<file path="src/rtl/fetch_ctrl.sv">
// fetch_ctrl: instruction fetch sequencer.
// Issues one instruction-memory request at a time, loads the instruction
// register, then holds the instruction until decode accepts it.
// Supports branch redirects, halt back to idle, and a sticky fetch timeout.
module fetch_ctrl #(
  parameter logic [31:0] RESET_PC = 32'h0000_3000,
  parameter int unsigned TIMEOUT  = 15
) (
  input  logic        CLK,
  input  logic        RST_n,
  input  logic        start,
  input  logic        halt,
  output logic        imem_req,
  output logic [31:0] imem_addr,
  input  logic        imem_ready,
  output logic        IRWr,
  output logic        inst_valid,
  input  logic        inst_ready,
  input  logic        redirect,
  input  logic [31:0] redirect_pc,
  output logic [31:0] pc_out,
  output logic [31:0] inst_count,
  output logic        fetch_err
);

  // The wait counter only has to reach TIMEOUT, so it is sized to hold that value.
  localparam int unsigned WW = (TIMEOUT < 2) ? 1 : $clog2(TIMEOUT + 1);
  // Reaching this count with no imem_ready means the current cycle is the last tolerated one.
  localparam logic [WW-1:0] WAIT_LAST = WW'(TIMEOUT - 1);

  typedef enum logic [1:0] {
    IDLE  = 2'd0,
    FETCH = 2'd1,
    HOLD  = 2'd2,
    ERR   = 2'd3
  } state_t;

  state_t        state;
  state_t        state_nxt;
  logic [31:0]   pc;
  logic [WW-1:0] wait_cnt;
  logic          wait_expired;

  // Redirect targets are forced to word alignment, so the low two bits are dropped.
  logic          unused_rpc_bits;
  assign unused_rpc_bits = ^redirect_pc[1:0];

  assign imem_addr    = pc;
  assign wait_expired = (wait_cnt == WAIT_LAST);

  // State register; reset drops straight back to IDLE without waiting for a clock edge.
  always_ff @(posedge CLK or negedge RST_n) begin
    if (!RST_n) begin
      state <= IDLE;
    end else begin
      state <= state_nxt;
    end
  end

  // Next-state logic; a redirect always wins over memory or decode handshakes.
  always_comb begin
    state_nxt = state;
    case (state)
      IDLE: begin
        if (start) begin
          state_nxt = FETCH;
        end
      end
      FETCH: begin
        if (redirect) begin
          state_nxt = FETCH;
        end else if (imem_ready) begin
          state_nxt = HOLD;
        end else if (wait_expired) begin
          state_nxt = ERR;
        end
      end
      HOLD: begin
        if (redirect) begin
          state_nxt = FETCH;
        end else if (inst_ready) begin
          state_nxt = halt ? IDLE : FETCH;
        end
      end
      ERR: begin
        state_nxt = ERR;
      end
      default: begin
        state_nxt = IDLE;
      end
    endcase
  end

  // Outputs decoded from the state alone (plus the same-cycle IR write in FETCH).
  always_comb begin
    imem_req   = 1'b0;
    IRWr       = 1'b0;
    inst_valid = 1'b0;
    case (state)
      FETCH: begin
        imem_req = 1'b1;
        IRWr     = imem_ready & ~redirect;
      end
      HOLD: begin
        inst_valid = 1'b1;
      end
      default: begin
        imem_req   = 1'b0;
      end
    endcase
  end

  // Datapath: program counter, delivered-instruction address and count, wait counter, error flag.
  always_ff @(posedge CLK or negedge RST_n) begin
    if (!RST_n) begin
      pc         <= RESET_PC;
      pc_out     <= RESET_PC;
      inst_count <= 32'd0;
      wait_cnt   <= '0;
      fetch_err  <= 1'b0;
    end else begin
      case (state)
        FETCH: begin
          if (redirect) begin
            pc       <= {redirect_pc[31:2], 2'b00};
            wait_cnt <= '0;
          end else if (imem_ready) begin
            pc_out   <= pc;
            wait_cnt <= '0;
          end else begin
            wait_cnt <= wait_cnt + 1'b1;
            if (wait_expired) begin
              fetch_err <= 1'b1;
            end
          end
        end
        HOLD: begin
          if (redirect) begin
            pc       <= {redirect_pc[31:2], 2'b00};
            wait_cnt <= '0;
          end else if (inst_ready) begin
            pc         <= pc + 32'd4;
            inst_count <= inst_count + 32'd1;
          end
        end
        default: begin
          pc <= pc;
        end
      endcase
    end
  end

endmodule

</file>
<file path="config.mk">
export PLATFORM = sky130hd
export DESIGN_NAME = fetch_ctrl
export DESIGN_NICKNAME = d
export VERILOG_FILES = /design/src/rtl/fetch_ctrl.sv
export SDC_FILE = /design/constraint.sdc
export NUM_CORES = 1
export LEC_CHECK = 0
export CORE_ASPECT_RATIO = 1.2
export CORE_MARGIN = 2
export CORE_UTILIZATION = 52
export CTS_BUF_LIST = sky130_fd_sc_hd__clkbuf_8
export DETAILED_ROUTE_END_ITERATION = 7
export PLACE_DENSITY = 0.94
export SETUP_SLACK_MARGIN = 0.02
export SYNTH_ARGS = -nofsm -noshare
export SYNTH_HDL_FRONTEND = slang
export SYNTH_SLANG_ARGS = --single-unit
</file>
<file path="constraint.sdc">
create_clock -name CLK -period 3.84 [get_ports CLK]
set_input_delay 0.768 -clock CLK [delete_from_list [all_inputs] [get_ports CLK]]
set_output_delay 0.768 -clock CLK [all_outputs]
set_load 0.02 [all_outputs]
</file>
# [Word-level counts from Yosys, hierarchy flattened]
# Cells that the tools add are included.
[totals] wordCells=48 ff_bits=103 output_inout_bits=100
[op_classes] eq_ne=9 add_sub_neg=3 bitwise=3 reduce_logical=8 mux=19
[ops] cell="$mux W32" count=3
[ops] cell="$pmux W32 S2" count=1
[ops] cell="$add A32 B1 Y32 const B" count=1
[ops] cell="$add A32 B3 Y32 const B" count=1
[ops] cell="$mux W2" count=6
[ops] cell="$mux W4" count=3
[ops] cell="$reduce_and A3 Y1" count=4
[ops] cell="$pmux W2 S4" count=1
[ops] cell="$pmux W4 S2" count=1
[ops] cell="$ne A2 B2 Y1 const B" count=3
[ops] cell="$add A4 B1 Y4 const B" count=1
[ops] cell="$eq A2 B2 Y1 const B" count=2
[ops] cell="$eq A4 B4 Y1 const B" count=1
[ops] cell="$mux W1" count=4
[ops] cell="$ne A4 B4 Y1 const B" count=1
[ops] cell="$reduce_and A4 Y1" count=1
[ops] cell="$ne A3 B3 Y1 const B" count=1
[ops] cell="$eq A2 B1 Y1 const B" count=1
[ops] cell="$logic_not A2 Y1" count=1
[ops] cell="$not A1 Y1" count=2
[ops] cell="$reduce_and A2 Y1" count=1
[ops] cell="$reduce_bool A2 Y1" count=1
[ops] cell="$and A1 B1 Y1" count=1

# [Longest topological paths before layout]
# Gate-level depths: netlist of the first run.
[logic_depth] word_depth=5 mapped_depth=8

# [Worst setup path before layout of the first run]
# No wires, ideal clock.
[synth_path] path_type="input port to output port" start="input port redirect" end="output port IRWr" path_buffers=2 t_arrival_ps=1650 cell_stages=3 slack_ps=1422 path_cell_list="buf_1 -> nor4_2 -> buf_2"
[synth_via] elab_chain_len=3
[synth_rtl] item="start, declared" line="19" source="input logic redirect,"
[synth_rtl] item="$not A1 Y1 (no source line)"
[synth_rtl] item="$and A1 B1 Y1" line="102" source="IRWr = imem_ready & ~redirect;"
[synth_rtl] item="$mux W1" line="99" source="case (state)"
[synth_rtl] item="end, declared" line="16" source="output logic IRWr,"
# Every way passes these cells.

# [Worst setup path after layout of the first run]
# Ends and elaborated chain as after synthesis.

==> impl_metrics.py, run 1 <==
metrics = {
    "setup_path": {
        "path_max_fanout": 6,
        "startpoint_type": "primary input",
        "cp-startpoint": "redirect",
        "path_cells": "clkdlybuf4s50_1, nor4_4, clkdlybuf4s50_1",
        "cp.arrival_ns": 2.23,
        "cp-end-kind": "primary output",
        "cp.required_ns": 3.07,
        "crit_top_cell": "clkdlybuf4s50_1",
        "r2r_start": "state[1]",
        "slowest_delay_ns": 0.65,
        "critPathKind": "primary input to primary output",
        "cpMaxStageDelayCell": "clkdlybuf4s50_1",
    },
    "power": {
        "comb_power_share": 0.445,
        "switching_power_mw": 1.89,
        "power_density_mw_per_mm2": 698,
        "power_frac_seq": 0.399,
        "p_total_mw": 4.68,
        "swShare": 0.403,
        "vdd_drop_max_mv": 0.498,
        "clkPwrFrac": 0.156,
        "intPower_mw": 2.80,
        "p_leak_nw": 2.81,
    },
    "final_layout": {
        "insertedDiodeCount": 0,
        "num-nets-final": 667,
        "layout-drive-gt1-share": 0.121,
        "final_common_cell": "clkdlybuf4s50_1",
        "mostFrequentLayoutCells": "clkdlybuf4s50_1, dfrtp_1, nand2_1",
        "syn_to_final_growth_pct": 32.3,
    },
    "yosys": {
        "ys_warn_count": 0,
        "synth_cell_type_count": 64,
        "syn_area_mm2": 0.00507,
        "synth-seq-cells": 99,
        "synthCells": 499,
        "syn_avg_cell_area_um2": 10.2,
        "synthArstFlopShare": 1.00,
        "synth_ff_type": "dfrtp_1",
        "yosysSeqAreaShare": 0.490,
        "yosys.area.top_type_share": 0.469,
        "synth_area_leaders": "dfrtp_1, mux2_2, nand2_1, xnor2_1, nand3_1",
        "synth_top_cell_by_area": "dfrtp_1",
        "synth-edff-count": 0,
    },
    "cts": {
        "clk_path_buf_depth": 2,
        "root_buffer": "clkbuf_8",
        "cts_sinks": 99,
        "cts_inserted_buffers": 9,
        "cts_tree": "done",
        "clkSlewWorstSetupHoldPaths_ns": 0.09,
        "ctsResizeCount": 0,
        "postCtsSetupBuffers": 0,
        "htreeDepth": 3,
        "postCtsHoldBufs": 0,
        "clkLatencyLatePin_ns": 0.37,
    },
    "routing": {
        "drc": 0,
        "final_antenna_net_count": 0,
        "via_per_inst": 5.87,
        "dr_total_vias": 4417,
        "wl_per_cell_um": 17.2,
        "routed_wl_um": 12900,
        "drtIter0Drc": 273,
        "first_pass_iters": 5,
    },
    "die": {
        "rows": 39,
        "pin_count": 139,
        "die_w_um": 94.1,
        "die_height_um": 112,
        "initial_core_util": 0.533,
        "die_area_mm2": 0.0106,
        "coreArea_mm2": 0.00952,
    },
    "place": {
        "routabilityCongestion": 0.790,
        "hpwl_um": 9250,
        "io_buffers": 132,
    },
    "global_routing": {
        "grt_use_total": 0.252,
        "antenna_found_initial": 0,
        "overflow": 0,
        "grt_pass1_wl_um": 21100,
        "grt_max_degree": 74,
        "grt_pass1_vias": 4262,
    },
    "timing": {
        "finalWorstPathRequiredPeriod_ns": 3.00,
        "timing.final.crit_share": 0.782,
        "max_freq_mhz": 333,
        "rsz0062_at_grt": "no",
        "maxSlewHeadroom": 0.397,
        "slew_violations": 0,
        "fin_skew_ns": 0.00918,
        "finalHoldViolations": 0,
        "setup_viol": 0,
        "worstMarginPinSlew_ns": 0.904,
        "fin_setup_tns_ns": 0,
    },
    "min_path": {
        "hold_path.startpoint": "fetch_err",
        "hold_path.class": "flop to flop",
    },
    "job": {
        "drv_cap": 0,
    },
    "status": {
        "outcome": "finished clean",
    },
}
==> synth_stat cells, drive strengths merged, types with 2 or more instances <==
library cell  number
dfstp              4
inv               10
nand2b             2
nor2              37
o2bb2ai            2
o31ai              2
dfrtp             95
buf               20
nor2b              3
and2               4
mux2i              2
o211ai             2
o21ai             22
a2bb2oi            6
and4               4
clkbuf             9
a31oi              4
o211a              2
o22a               2
ha                 4
nor3              10
a21oi             30
xor2              10
and3              15
nor4               8
xnor2             21
o22ai              9
nand3             33
nand4             16
or3                8
nand2             49
a211oi             5
mux2              30
==> path summary, 6_finish.rpt <==
| kind | to | cells after the start | slack (ns) |
|---|---|---|---|
| max in group asynchronous | imem_addr[2] | 2 | 2.39 |
| worst max register to register | imem_addr[10] | 6 | 1.32 |
| min in group asynchronous | pc_out[5] | 1 | 0.52 |
| worst min register to register | fetch_err | 2 | 0.47 |
| worst min-delay path | fetch_err | 2 | 0.47 |
| worst max-delay path | IRWr | 3 | 0.84 |
==> final cells by class <==
type | instances | area (um2)
multi-input cells | 364 | 2430
inverters | 10 | 37.5
well taps | 123 | 154
clock inverters | 6 | 81.3
repair buffers | 140 | 1380
fillers | 683 | 2810
clock buffers | 10 | 138
flip-flops and latches | 99 | 2480
==> layer usage <==
layer,part of all wire,GRT usage
met5,0,0
met4,0.036,0.122
met3,0.055,0.0376
met2,0.51,0.415
met1,0.40,0.324
==> flip-flops by register name (all words and copies together) (netlist names) <==
| signal | cells |
|---|---|
| fetch_err | 1 |
| imem_addr | 30 |
| inst_count | 32 |
| pc_out | 30 |
| state | 2 |
| wait_cnt | 4 |
==> worst max-delay path: cells and delay by family <==
family / cells / cell delay, ns
AND/OR/NAND/NOR: 1 / 0.28
buffers and inverters: 2 / 1.18
==> per-stage QoR <==
step	cells	util	cell area, um2	hold slack (ns)	setup WS [ns]
2_1_floorplan	502	-	5080	0.472	1.42
3_3_place_gp	736	0.682	6490	0.456	0.863
5_1_grt	752	0.705	6710	0.495	0.775
6_report	752	0.705	6710	0.468	0.838
3_5_place_dp	736	0.682	6490	0.451	0.836
4_1_cts	752	0.705	6710	0.472	0.826
==> power groups by stage <==
stage	sequential, mW	combinational, mW	clock, mW
5_1_grt	1.93	2.23	0.793
2_1_floorplan	2.13	0.823	0
3_3_place_gp	1.83	2.01	0
4_1_cts	1.86	2.09	0.749
3_5_place_dp	1.87	2.08	0
6_report	1.87	2.08	0.731
==> logic make-up after synthesis <==
| group | share of synthesized area |
|---|---|
| simple gates | 0.215 |
| flops | 0.490 |
| compound gates | 0.123 |
| buf+inv | 0.0378 |
| mux | 0.0706 |
| xor+xnor | 0.0536 |
| fa+ha+maj | 0.00987 |
| other cells | 0.000740 |
Note: power is estimated with default switching activity, not from simulation.
==> run 2, diff against run 1 <==
--- a/config.mk
+++ b/config.mk
@@ -7,10 +7,10 @@
 export LEC_CHECK = 0
 export CORE_ASPECT_RATIO = 1.2
 export CORE_MARGIN = 2
-export CORE_UTILIZATION = 52
+export CORE_UTILIZATION = 45
 export CTS_BUF_LIST = sky130_fd_sc_hd__clkbuf_8
 export DETAILED_ROUTE_END_ITERATION = 7
-export PLACE_DENSITY = 0.94
+export PLACE_DENSITY = 0.87
 export SETUP_SLACK_MARGIN = 0.02
 export SYNTH_ARGS = -nofsm -noshare
 export SYNTH_HDL_FRONTEND = slang
==> constraint.sdc (replaced) <==
create_clock -name CLK -period 2.6 [get_ports CLK]
set_input_delay 0.52 -clock CLK [delete_from_list [all_inputs] [get_ports CLK]]
set_output_delay 0.52 -clock CLK [all_outputs]
set_load 0.02 [all_outputs]
==> impl_metrics.py, run 2 (synthesis gave the netlist of run 1 again) <==
metrics = {
    "final_layout": {
        "syn_to_final_growth_pct": 35.3,
        "final_common_cell": "clkdlybuf4s50_1",
        "largest_reg_flops": 32,
        "insertedDiodeCount": 0,
        "fin_area_mm2": 0.00686,
        "seq_area_mm2": 0.00248,
        "fillCellCount": 878,
        "layout-drive-gt1-share": 0.139,
        "num-nets-final": 679,
        "mostFrequentLayoutCells": "clkdlybuf4s50_1, dfrtp_1, nand2_1",
        "regMostFlops": "inst_count",
        "multi_input_area_mm2": 0.00243,
    },
    "timing": {
        "rsz0062_at_grt": "no",
        "finalWorstPathRequiredPeriod_ns": 2.43,
        "fin_skew_ns": 0.0128,
        "max_freq_mhz": 411,
        "maxSlewHeadroom": 0.612,
        "worstMarginPinSlew_ns": 0.583,
        "slew_violations": 0,
        "fin_setup_tns_ns": 0,
        "setup_viol": 0,
        "hold_ws_ns": 0.137,
        "worst_slack_ns": 0.167,
        "timing.final.crit_share": 0.936,
        "finalHoldViolations": 0,
    },
    "place": {
        "hpwl_um": 9790,
        "routabilityCongestion": 0.835,
        "placed_cell_area_mm2": 0.00663,
        "dp_slack_ns": 0.0260,
        "io_buffers": 132,
    },
    "setup_path": {
        "r2r_end": "imem_addr[22]",
        "worst_r2r_path_depth": 6,
        "cp-end-kind": "primary output",
        "path_cells": "nor2b_1, clkdlybuf4s50_1",
        "rrSetupSlack_ns": 0.54,
        "cpMaxStageDelayCell": "clkdlybuf4s50_1",
        "r2r_start": "imem_addr[3]",
        "critPathKind": "flop to primary output",
        "cp-startpoint": "state[0]",
        "path_max_fanout": 10,
        "slowest_delay_ns": 0.68,
        "cp-endpoint": "imem_req",
        "cp.required_ns": 2.08,
        "cp.arrival_ns": 1.91,
        "startpoint_type": "flop",
    },
    "cts": {
        "root_buffer": "clkbuf_8",
        "cts_tree": "done",
        "postCtsSetupBuffers": 0,
        "ctsResizeCount": 1,
        "postCtsHoldBufs": 0,
        "clkLatencyLatePin_ns": 0.38,
        "cts_inserted_buffers": 9,
        "cts_sinks": 99,
        "htreeDepth": 3,
        "clk_path_buf_depth": 2,
        "clkSlewWorstSetupHoldPaths_ns": 0.10,
    },
    "die": {
        "die_w_um": 101,
        "die_height_um": 120,
        "coreArea_mm2": 0.0110,
        "die_area_mm2": 0.0121,
        "pin_count": 139,
        "rows": 42,
        "initial_core_util": 0.461,
    },
    "power": {
        "power_density_mw_per_mm2": 1030,
        "p_leak_nw": 2.89,
        "p_total_mw": 7.05,
        "vdd_drop_max_mv": 0.595,
    },
    "routing": {
        "routed_wl_um": 13600,
        "drc": 0,
        "first_pass_iters": 6,
        "wl_per_cell_um": 17.6,
        "final_antenna_net_count": 0,
        "dr_total_vias": 4427,
        "via_per_inst": 5.73,
        "drtIter0Drc": 292,
    },
    "status": {
        "outcome": "finished clean",
    },
    "min_path": {
        "hold_path.class": "primary input to async pin",
    },
    "global_routing": {
        "grt_max_degree": 44,
        "antenna_found_initial": 0,
        "grt_use_total": 0.230,
        "grt_pass1_vias": 4508,
        "grt_pass1_wl_um": 22200,
        "overflow": 0,
    },
    "job": {
        "drv_cap": 0,
    },
}
run 2: worst min-delay path by stage:
stage	cells past startpoint	slack, ns	end
after floorplan	0	0.22	fetch_err
after global placement	2	0.46	fetch_err
after detailed placement	2	0.45	fetch_err
after CTS	1	0.15	inst_count[10]
after global routing	1	0.17	inst_count[7]
final	1	0.14	inst_count[10]
run 2: final cells by class:
class	count	area share
clock inverter	6	0.0140
sequential	99	0.362
timing repair buffer	152	0.219
multi-input combinational	364	0.355
tap	132	0.0241
clock buffer	10	0.0201
inverter	10	0.00547
run 2: routing by layer:
metal	GRT usage	vias up	wire length (um)
met2	0.379	176	6850
met5	0	-	0
met3	0.0457	32	716
met4	0.0959	0	461
met1	0.293	2146	5560
li1	-	2073	-
run 2: power by group:
group | leakage, nW | switching [mW] | internal [mW]
clock network | 0.115 | 0.570 | 0.580
logic | 1.56 | 1.63 | 1.54
registers | 1.22 | 0.652 | 2.08
run 2: through the flow:
stage | cells | util
final | 773 | 0.625
after global routing | 773 | 0.625
after CTS | 773 | 0.625
after detailed placement | 757 | 0.603
after global placement | 757 | 0.603
after floorplan | 502 | -
run 2: worst max-delay path, delay by kind of cell, from the launching register on:
| kind | cells | cell delay [ns] |
|---|---|---|
| buffers and inverters | 1 | 0.68 |
| AND/OR/NAND/NOR | 1 | 0.37 |
| flip-flops | 1 | 0.49 |
==> run 3, diff against run 2 <==
--- a/config.mk
+++ b/config.mk
@@ -15,3 +15,4 @@
 export SYNTH_ARGS = -nofsm -noshare
 export SYNTH_HDL_FRONTEND = slang
 export SYNTH_SLANG_ARGS = --single-unit
+export TNS_END_PERCENT = 1
==> results of run 3 <==
No change in the layout: final DEF, timing and power equal those of run 2.
